`config.mk`:
```
export PLATFORM = sky130hd
export DESIGN_NAME = io_ctrl
export DESIGN_NICKNAME = d
export VERILOG_FILES = /design/src/rtl/io_pkg.sv /design/src/rtl/io_ctrl.sv
export SDC_FILE = /design/constraint.sdc
export NUM_CORES = 1
export LEC_CHECK = 0
export ABC_AREA = 1
export BUFFER_PORTS_ARGS = -buffer_cell sky130_fd_sc_hd__clkbuf_2
export CAP_MARGIN = 15
export CORE_MARGIN = 4
export CORE_UTILIZATION = 30
export CTS_CLUSTER_DIAMETER = 60
export DETAILED_ROUTE_END_ITERATION = 10
export PLACE_DENSITY = 0.61
export SLEW_MARGIN = 20
export SYNTH_ARGS = -nofsm -noshare
export SYNTH_HDL_FRONTEND = slang
export SYNTH_SLANG_ARGS = --single-unit
```
`constraint.sdc`:
```
create_clock -name clk -period 3.45 [get_ports clk]
set_input_delay 0.345 -clock clk [delete_from_list [all_inputs] [get_ports clk]]
set_output_delay 0.345 -clock clk [all_outputs]
set_load 0.01 [all_outputs]
```
`src/rtl/io_pkg.sv`:
```
// rtl/io_pkg.sv - shared types and constants for the CPU character I/O controller
package io_pkg;

  localparam int IO_CHAR_W = 8;

  typedef enum logic [2:0] {
    IDLE      = 3'd0,
    GETC_WAIT = 3'd1,
    GETC_POP  = 3'd2,
    PUTC_WAIT = 3'd3,
    DONE      = 3'd4
  } io_ctrl_state_t;

  // Wait counter must hold 0..TIMEOUT-1 and still be at least one bit wide.
  function automatic int io_cnt_width(input int timeout);
    int w;
    w = $clog2(timeout + 1);
    return (w < 1) ? 1 : w;
  endfunction

endpackage

```
`src/rtl/io_ctrl.sv`:
```
// rtl/io_ctrl.sv - CPU getc/putc request sequencer in front of a device byte FIFO pair
module io_ctrl
  import io_pkg::*;
#(
  parameter int TIMEOUT = 0
) (
  input  logic                 clk,
  input  logic                 rst,
  input  logic                 cpu_getc,
  input  logic                 cpu_putc,
  input  logic [IO_CHAR_W-1:0] cpu_putc_char,
  output logic                 cpu_busy,
  output logic                 cpu_done,
  output logic [IO_CHAR_W-1:0] cpu_getc_char,
  output logic                 cpu_timeout,
  output logic                 cpu_ovr,
  input  logic                 cpu_ovr_clr,
  input  logic                 getc_en,
  input  logic [IO_CHAR_W-1:0] getc_char,
  output logic                 getc_pop,
  output logic                 putc_push,
  output logic [IO_CHAR_W-1:0] putc_char,
  input  logic                 putc_push_done,
  input  logic                 inbuf_full
);

  localparam int CNT_W = io_cnt_width(TIMEOUT);
  localparam logic [CNT_W-1:0] CNT_LAST = CNT_W'((TIMEOUT > 0) ? TIMEOUT - 1 : 0);

  io_ctrl_state_t       state_q, state_d;
  logic [CNT_W-1:0]     cnt_q, cnt_d;
  logic                 pop_q, pop_d;
  logic                 push_q, push_d;
  logic [IO_CHAR_W-1:0] pchar_q, pchar_d;
  logic [IO_CHAR_W-1:0] gchar_q, gchar_d;
  logic                 tout_q, tout_d;
  logic                 ovr_q, ovr_d;

  always_ff @(posedge clk or negedge rst) begin
    if (!rst) begin
      state_q <= IDLE;
      cnt_q   <= '0;
      pop_q   <= 1'b0;
      push_q  <= 1'b0;
      pchar_q <= '0;
      gchar_q <= '0;
      tout_q  <= 1'b0;
      ovr_q   <= 1'b0;
    end else begin
      state_q <= state_d;
      cnt_q   <= cnt_d;
      pop_q   <= pop_d;
      push_q  <= push_d;
      pchar_q <= pchar_d;
      gchar_q <= gchar_d;
      tout_q  <= tout_d;
      ovr_q   <= ovr_d;
    end
  end

  always_comb begin
    state_d = state_q;
    cnt_d   = cnt_q;
    pop_d   = pop_q;
    push_d  = push_q;
    pchar_d = pchar_q;
    gchar_d = gchar_q;
    tout_d  = tout_q;

    // A full-buffer observation outranks a simultaneous clear so no event is lost.
    ovr_d = inbuf_full ? 1'b1 : (cpu_ovr_clr ? 1'b0 : ovr_q);

    case (state_q)
      IDLE: begin
        cnt_d = '0;
        if (cpu_getc) begin
          state_d = GETC_WAIT;
          tout_d  = 1'b0;
        end else if (cpu_putc) begin
          state_d = PUTC_WAIT;
          pchar_d = cpu_putc_char;
          push_d  = 1'b1;
          tout_d  = 1'b0;
        end
      end
      GETC_WAIT: begin
        if (getc_en) begin
          gchar_d = getc_char;
          pop_d   = 1'b1;
          state_d = GETC_POP;
        end else if (TIMEOUT > 0) begin
          if (cnt_q == CNT_LAST) begin
            state_d = DONE;
            gchar_d = '0;
            tout_d  = 1'b1;
          end else begin
            cnt_d = cnt_q + CNT_W'(1);
          end
        end
      end
      GETC_POP: begin
        // Extra cycle lets the device advance its front byte before the next getc.
        pop_d   = 1'b0;
        state_d = DONE;
      end
      PUTC_WAIT: begin
        if (putc_push_done) begin
          push_d  = 1'b0;
          state_d = DONE;
        end
      end
      DONE: begin
        state_d = IDLE;
      end
      default: begin
        state_d = IDLE;
      end
    endcase
  end

  assign cpu_busy      = (state_q != IDLE);
  assign cpu_done      = (state_q == DONE);
  assign cpu_getc_char = gchar_q;
  assign cpu_timeout   = tout_q;
  assign cpu_ovr       = ovr_q;
  assign getc_pop      = pop_q;
  assign putc_push     = push_q;
  assign putc_char     = pchar_q;

endmodule

```
Word-level counts from Yosys, hierarchy flattened
Index checks and enable logic that the tools add are counted.
- flip-flop bits (word level): 23
- bits of input ports: 24
- output and inout port bits: 22
- word-level logic and storage cells: 44
- equality and inequality tests: 9
- mux-type cells: 15
- bitwise logic cells: 1
- reduce and logical (&&, ||, !) cells: 12
- operators by type and width (operator ; count):
    3-bit two-way mux ; 4
    3-bit one-hot mux with 4 select lines ; 1
    1-bit two-way mux ; 8
    2-bit != test (second input constant) ; 4
    2-bit nonzero test ; 4
    3-bit by 2-bit == test with 1-bit output (second input constant) ; 2
    2-bit AND reduction ; 3
    3-bit AND reduction ; 2
    1-bit one-hot mux with 2 select lines ; 2
    4-bit AND reduction ; 1
    3-bit by 1-bit == test with 1-bit output (second input constant) ; 1
    3-bit == test (second input constant) ; 1
    3-bit logical NOT ; 1
    3-bit != test (second input constant) ; 1
    3-bit nonzero test ; 1
    1-bit inverter ; 1

Depth between registers and ports, before layout
Gate-level depths: netlist of run 1.
- depth in word-level cells: 3
- depth in mapped cells: 7
- gate-level depth less buffers: 7

Least setup slack after synthesis of run 1
OpenSTA, ideal clock, no wires.
- kind: register to output
- from: reg state_q[2]
- to: out cpu_done
- arrival time: 790 ps
- path slack: 2315 ps
- stages on the path, launching flop included: 3
- path through: dfrtp_1 > inv_1 > nor3_1
- word-level cells in the longest chain between the ends: 1
- ends and longest elaborated chain (item ; RTL line ; source):
    start: declaration ; io_ctrl.sv:30 ; io_ctrl_state_t state_q, state_d;
    start signal: assignment ; io_ctrl.sv:50 ; state_q <= state_d;
    3-bit == test ; io_ctrl.sv:122 ; assign cpu_done = (state_q == DONE);
    end: declaration ; io_ctrl.sv:13 ; output logic cpu_done,
Every way passes these cells.

Worst setup path in the final report of run 1
- from: reg state_q[2]
- to: out cpu_busy
- word-level cells in the longest chain between the ends: 1
- ends and longest elaborated chain (item ; RTL line ; source):
    3-bit nonzero test ; io_ctrl.sv:121 ; assign cpu_busy = (state_q != IDLE);
    end: declaration ; io_ctrl.sv:12 ; output logic cpu_busy,
Every way passes these cells.

==> summary.md, run 1 <==
| Metric | Value |
|---|---|
| Crit path time final | 1.54 ns |
| Via count | 806 |
| Drt drc | 0 |
| ANT cells | 0 |
| Worst EP arrival | 1.20 ns |
| Total Wirelength | 2120 um |
| Hold/Removal Path Class | primary input to asynchronous set/reset pin |
| Vias per cell | roughly 4.1 |
| IO Count | 46 |
| Highest net fanout along the worst path | 6 |
| Antenna violations before repair | 0 |
| Worst stage delay on the critical path | 0.48 ns |
| WP buf/inv | 1 |
| First-pass GRT wire length | ~3600 um |
| Starting Density | 32.3% |
| Syn. warnings | 0 |
| Leakage | between 0.0007 and 0.0008 uW |
| Synth Register Bits | 22 |
| Design area | 1310 sq um |
| Crit-path cells | nor2_8 > nand2_1 > clkbuf_2 |
| Max-Cap Viols | 0 |
| Max-slew violations | 0 |
| Status | complete, but fails checks |
| Clock root buffer | clkbuf_4 |
| I/O Buffers | 44 |
| Post-Syn Instances | approximately 110 |
| Crit-path slowest cell | dfrtp_1 |
| Post-route ant nets | 0 |
| Largest family of logic cells by synthesized area | simple AND/OR/NAND/NOR gates |
| Slew margin rel. | between 60 and 70% |
| Worst-Margin Slew | 0.534 ns |
| Largest net degree at the start of global routing | 23 |
| WP data required | 3.11 ns |
| Worst-path clk slew | around 0.12 ns |
| Initial drt markers | 42 |
| GRT Total Usage | 10.9% |
| First-pass DRT Iterations | 4 |
| Multiplexer share of the synthesized area | 0% |
| Fin nets | 176 |
| Die width | 66.0 um |
| Fin. Hold Viols | 21 |
| Fraction of layout cells with a size suffix above 1 | 41.7% |
| Fraction of the mapped netlist area in adder cells | 0% |
| DP HPWL | approximately 1800 um |
| Clk Latency, worst-skew pair | 0.30 ns |
| Dpl cell area | 1250 sq um |
| RSZ-0062 raised after global routing | false |
| Post-Syn Nets | 130 |
| CTS max path bufs | 2 |
| Most common cell after layout, fill and taps aside | clkbuf_2 |
| Post-synth cell types | 21 |
| Num Clock Sinks | 22 |
| Violated checks | negative hold slack |
| Tcrit/Tclk final | ~45% |
| CTS tree | built |
| Final hold slack | -0.00376 ns |
| Routed WL per cell | 10.9 um |
| Resized cells post-CTS | 0 |
| Site row count | 20 |
| Sum Neg Setup Slack | 0 ns |
| Fin util | 41.8% |
| H-Tree Depth | 1 |
| Clk_skew | ~0.0018 ns |
| Hold buffers post-CTS | 0 |
| Total power | 1100 uW |
| Post-Synth XOR/XNOR Area | 0% |
| Area grow syn2layout | 29.5% |
| PD cells | 844 nW/um^2 |
| Die Y | 66.0 um |
| Synth Area in Simple Gates | 18.5% |
| Final setup vio count | 0 |
| CP top delay family | flip-flops |
| GRT overflow | 0 |
| Startpoint Class | flip-flop |
| Achievable Freq | 0.648 GHz |
| Sequential fraction of the synthesis area | 54.5% |
| Crit end category | output port |
| Post-synthesis instance area | 1010 sq um |
| Syn_area_per_cell | between 9 and 10 sq um |
| Crit Path Category | flip-flop to output port |
| Placeable Area | 3130 sq um |
| Number of setup buffers added after CTS | 0 |
| Commonest cells after routing, fill and taps aside | 44 x clkbuf_2, 24 x inv_1, 23 x nand2_1 |
| GPL Wtd Cong | 0.892 |
| CTS buffer count | 3 |
| Synth Area in Compound Gates | 14.4% |
| VDD IR max | 0.283 mV |
| Vias in the first global route | 822 |
| Die area | 4360 sq um |
Yosys cell counts (all sizes together):
master | number | area [sq um]
inv | 25 | 93.8
buf | 3 | 30.0
o21ai | 19 | 125
conb | 1 | 3.75
dfrtp | 22 | 551
a22oi | 1 | 12.5
nor2 | 4 | 33.8
nand3 | 3 | 27.5
nor3 | 1 | 5.00
nand2 | 24 | 92.6
nand4 | 2 | 27.5
o21bai | 1 | 7.51
cells by family (layout without fill, tap and decap cells):
family,Yosys count,after routing
other,1,1
AND/OR/NAND/NOR,34,34
AO/OA/AOI/OAI,21,21
flip-flops,22,22
buffers and inverters,28,73
through the flow:
stage	instances	setup slack [ns]
3_5_place_dp	191	2.16
6_report	195	1.91
5_1_grt	195	1.78
3_3_place_gp	191	2.22
2_1_floorplan	106	2.31
4_1_cts	195	1.89
final cells by class:
class,count,area [sq um]
repair buffers,44,220
inverters,25,93.8
fillers,325,1820
multi-input cells,56,335
clock buffers,3,22.5
clock inverters,1,30.0
flip-flops and latches,22,551
well taps,44,55.1
power breakdown:
| group | leakage (uW) | switching, uW | internal [uW] |
|---|---|---|---|
| combinational | 0.000458 | 258 | 187 |
| clock | 0.0000279 | 76.7 | 117 |
| sequential | 0.000272 | 92.0 | 373 |
| total | 0.000758 | 427 | 677 |
per-layer routing:
metal	share of wire (%)	GRT usage (%)	up-vias	routed length, um
met2	52	19.5	21	1110
met1	40	11.6	372	852
met3	5.8	1.87	2	124
met4	1.7	6.85	0	36
met5	0	0	-	0
li1	-	-	411	-
worst paths after layout:
path | startpoint | endpoint | slack, ns | cells past startpoint
setup reg to reg | state_q[2]$_DFFE_PN0P_ | putc_char[2]$_DFFE_PN0P_ | 2.16 | 4
setup / recovery | state_q[2]$_DFFE_PN0P_ | cpu_busy | 1.91 | 3
hold reg to reg | putc_char[5]$_DFFE_PN0P_ | putc_char[5]$_DFFE_PN0P_ | 0.50 | 2
max in group asynchronous | rst | putc_char[3]$_DFFE_PN0P_ | 3.10 | 1
hold / removal | rst | cpu_getc_char[0]$_DFFE_PN0P_ | -0.004 | 1
min in group clk | cpu_ovr_clr | cpu_ovr$_DFFE_PN0P_ | 0.20 | 2
worst register-to-register path: cells and delay by family, from the launching register on:
| family | cells | cell delay, ns |
|---|---|---|
| AOI/OAI and AO/OA | 1 | 0.06 |
| DFF | 1 | 0.48 |
| and+or+nand+nor | 3 | 0.65 |
sequential cells by signal, summed over array words and instances (netlist names):
register and cells:
cpu_ovr 1, cpu_getc_char 8, putc_char 8, getc_pop 1, state_q 3, putc_push 1
Note: power is estimated with default switching activity, not from simulation.
==> run 2, diff against run 1 <==
- ABC_AREA: 1 -> 0
- PLACE_DENSITY: 0.61 -> 0.65
- clock period: 3.45 -> 1.32 ns (I/O delays scaled with it)
==> summary.md, run 2 <==
| Metric | Value |
|---|---|
| Synth async-reset ratio | 100% (unchanged) |
| Largest family of logic cells by synthesized area | multiplexers |
| Multiplexer share of the synthesized area | 19.9% (+20 points) |
| Fin. Hold Viols | 0 (-100%) |
| Sequential share of power | 38.9% (-3.2 points) |
| Status | complete, but fails checks |
| Syn_area_per_cell | 14.1 sq um (+48%) |
| Worst EP arrival | 1.72 ns (+0.52 ns) |
| Initial drt markers | 18 (-57%) |
| Highest net fanout along the worst path | 9 (+3) |
| Vias in the first global route | 781 (-5.0%) |
| Clock Power Share | 12.2% (-5.4 points) |
| Top post-synthesis cells by count | 22 x dfrtp_1, 13 x mux2_2, 3 x a21o_1, 3 x a21oi_1, 3 x mux2_1 |
| Post-Syn Nets | 88 (-32%) |
| H-Tree Depth | 1 (unchanged) |
| ANT cells | 0 (unchanged) |
| Fraction of the mapped netlist area in adder cells | 0% (unchanged) |
| VDD IR max | 0.756 mV (+170%) |
| Logic gate share of total power | 48.9% (+8.6 points) |
| Dpl cell area | 1240 sq um (-1.0%) |
| Routed WL per cell | 13.6 um (+25%) |
| Placeable Area | 2830 sq um (-9.6%) |
| Fin nets | 146 (-17%) |
| I/O Buffers | 44 (unchanged) |
| Violated checks | negative setup slack |
| First-pass DRT Iterations | 4 (unchanged) |
| Hold/Removal Path Class | primary input to flip-flop |
| Via count | 704 (-13%) |
| Most common cell after layout, fill and taps aside | clkbuf_2 |
| Fraction of layout cells with a size suffix above 1 | 66.1% (+24 points) |
| Design area | 1370 sq um (+4.7%) |
| CTS tree | built |
| Drt drc | 0 (unchanged) |
| Worst setup margin | -0.199 ns (-2.11 ns) |
| Synth Register Bits | 22 (unchanged) |
| Slew margin rel. | 63.4% (-1.0 points) |
| Clk Latency, worst-skew pair | 0.30 ns (about the same) |
| Clock root buffer | clkbuf_4 |
| Num Clock Sinks | 22 (unchanged) |
| Clk_skew | 0.00264 ns (+0.000846 ns) |
| CTS max path bufs | 2 (unchanged) |
| Die width | 62.9 um (-4.7%) |
| WP data required | 1.52 ns (-1.59 ns) |
| Starting Density | 32.0% (-0.30 points) |
| Total Wirelength | 2060 um (-2.9%) |
| Die area | 3960 sq um (-9.2%) |
| Synth area leader | dfrtp_1 |
| Worst-path clk slew | 0.12 ns (about the same) |
| Crit Path Category | flip-flop to flip-flop |
| Leakage | 0.000683 uW (-9.9%) |
| Commonest cells after routing, fill and taps aside | 43 x clkbuf_2, 20 x dfrtp_1, 8 x mux2_4 |
| Synth Area in Compound Gates | 7.19% (-7.2 points) |
| Worst-Margin Slew | 0.549 ns (+0.0150 ns) |
| Crit end category | flip-flop |
| Tcrit/Tclk final | 115% |
| Syn. warnings | 0 (unchanged) |
| P_int | 2010 uW (+200%) |
| Total power | 3010 uW (+170%) |
| Sequential fraction of the synthesis area | 60.9% (+6.3 points) |
| Post-route ant nets | 0 (unchanged) |
| First-pass GRT wire length | 3420 um (-5.2%) |
| Top cell type's share of synthesized area | 60.9% (+6.3 points) |
| Max-slew violations | 0 (unchanged) |
| GPL Wtd Cong | 0.790 (-11%) |
| CTS buffer count | 3 (unchanged) |
| Post-synth EDFFs | 0 (unchanged) |
| Vias per cell | 4.63 (+12%) |
| IO Count | 46 (unchanged) |
| Max-Cap Viols | 0 (unchanged) |
| PD cells | 2200 nW/um^2 (+160%) |
| Top post-synthesis cells by area | dfrtp_1 61%, mux2_2 16%, mux2_1 3.7%, a21o_1 2.5%, nor3_4 1.8% |
| Post-Synth XOR/XNOR Area | 0% (unchanged) |
| Die Y | 62.9 um (-4.7%) |
| RSZ-0062 raised after global routing | true |
| P_sw | 1010 uW (+140%) |
| Startpoint Class | flip-flop |
| Largest net degree at the start of global routing | 23 (unchanged) |
| Post-synth cell types | 21 (unchanged) |
| Achievable Freq | 0.658 GHz |
| GRT Total Usage | 11.0% (+0.16 points) |
| Ys flop type | dfrtp_1 |
| Area grow syn2layout | 51.3% |
| Site row count | 19 (-5.0%) |
| Final setup vio count | 17 (+17) |
| Antenna violations before repair | 0 (unchanged) |
| Fin cells | 152 (-22%) |
| Synth Area in Simple Gates | 8.99% (-9.5 points) |
| Post-Syn Instances | 64 (-40%) |
| Crit path time final | 1.52 ns |
| Switch share | 33.4% (-5.2 points) |
| Post-synthesis instance area | 905 sq um (-10%) |
| Inst Count DP | 144 (-25%) |
| Most common cell in the netlist | dfrtp_1 |
| GRT overflow | 0 (unchanged) |
[run 2: cell count changes in the layout (fill, tap and decap cells not counted), sizes merged, moves of 4 or more]
cell / before / now
buf: 0 / 12
inv: 25 / 1
mux2: 0 / 16
nand2: 24 / 2
nor2: 4 / 0
o21ai: 19 / 2
[run 2: critical path, stage by stage, from the launching register on]
cell     delay (ns)
dfrtp_1        0.40
or3b_4         0.39
nor3_4         0.15
buf_12         0.15
mux2_2         0.33
[run 2: area by class of cell]
class,instances,area (sq um)
fill,263,1460
sequential,22,553
multi-input combinational,37,374
timing repair buffer,57,363
tap,31,38.8
clock buffer,4,36.3
inverter,1,3.75
[run 2: path summary, 6_finish.rpt]
check | startpoint | endpoint | slack [ns] | cells after the start
max | state_q[0]$_DFFE_PN0P_ | putc_char[1]$_DFFE_PN0P_ | -0.20 | 4
min | cpu_putc_char[7] | putc_char[7]$_DFFE_PN0P_ | 0.04 | 2
max reg2reg | state_q[0]$_DFFE_PN0P_ | putc_char[1]$_DFFE_PN0P_ | -0.20 | 4
min reg2reg | cpu_ovr$_DFFE_PN0P_ | cpu_ovr$_DFFE_PN0P_ | 0.50 | 1
max in group asynchronous | rst | state_q[2]$_DFFE_PN0P_ | 0.59 | 2
min in group asynchronous | rst | cpu_getc_char[5]$_DFFE_PN0P_ | 0.34 | 2
[run 2: routing by layer]
layer,track usage [%],vias to the layer above,part of all wire (%)
met1,11.6,339,40
li1,-,338,-
met4,5.79,0,1.4
met2,19.8,25,52
met5,0,-,0
met3,3.06,2,6.1
[run 2: kinds of logic (layout without fill, tap and decap cells)]
| family | Yosys count | in the layout |
|---|---|---|
| AND/OR/NAND/NOR | 10 | 10 |
| AO/OA/AOI/OAI | 10 | 10 |
| buffers and inverters | 5 | 62 |
| other | 1 | 1 |
| flip-flops | 22 | 22 |
| multiplexers | 16 | 16 |
[run 2: through the flow]
| step | worst slack, ns | util, % | hold WS [ns] | TNS, ns |
|---|---|---|---|---|
| CTS | -0.209 | 48.4 | 0.0285 | -1.92 |
| floorplan | -0.316 | - | -0.164 | -3.04 |
| global route | -0.247 | 48.4 | 0.0108 | -2.80 |
| global placement | -0.164 | 43.9 | 0.142 | -1.89 |
| detailed placement | -0.194 | 43.9 | 0.157 | -2.24 |
| finish | -0.199 | 48.4 | 0.0401 | -1.91 |
[run 2: what timing repair did]
action / CTS / global route
setup buffers: 2 / 1
gates resized for setup: 16 / 2
hold endpoints to repair: 23 / 0
hold buffers: 2 / 0
pin swaps: 2 / 1
setup endpoints to repair: 18 / 18
[run 2: power by group through the flow]
stage                     Sequential (uW)  Clock (uW)  Combinational [uW]
after CTS                            1170         385                1500
after global routing                 1220         428                1590
after floorplan                      1280           0                 614
final                                1170         367                1470
after global placement               1200           0                1240
after detailed placement             1210           0                1280
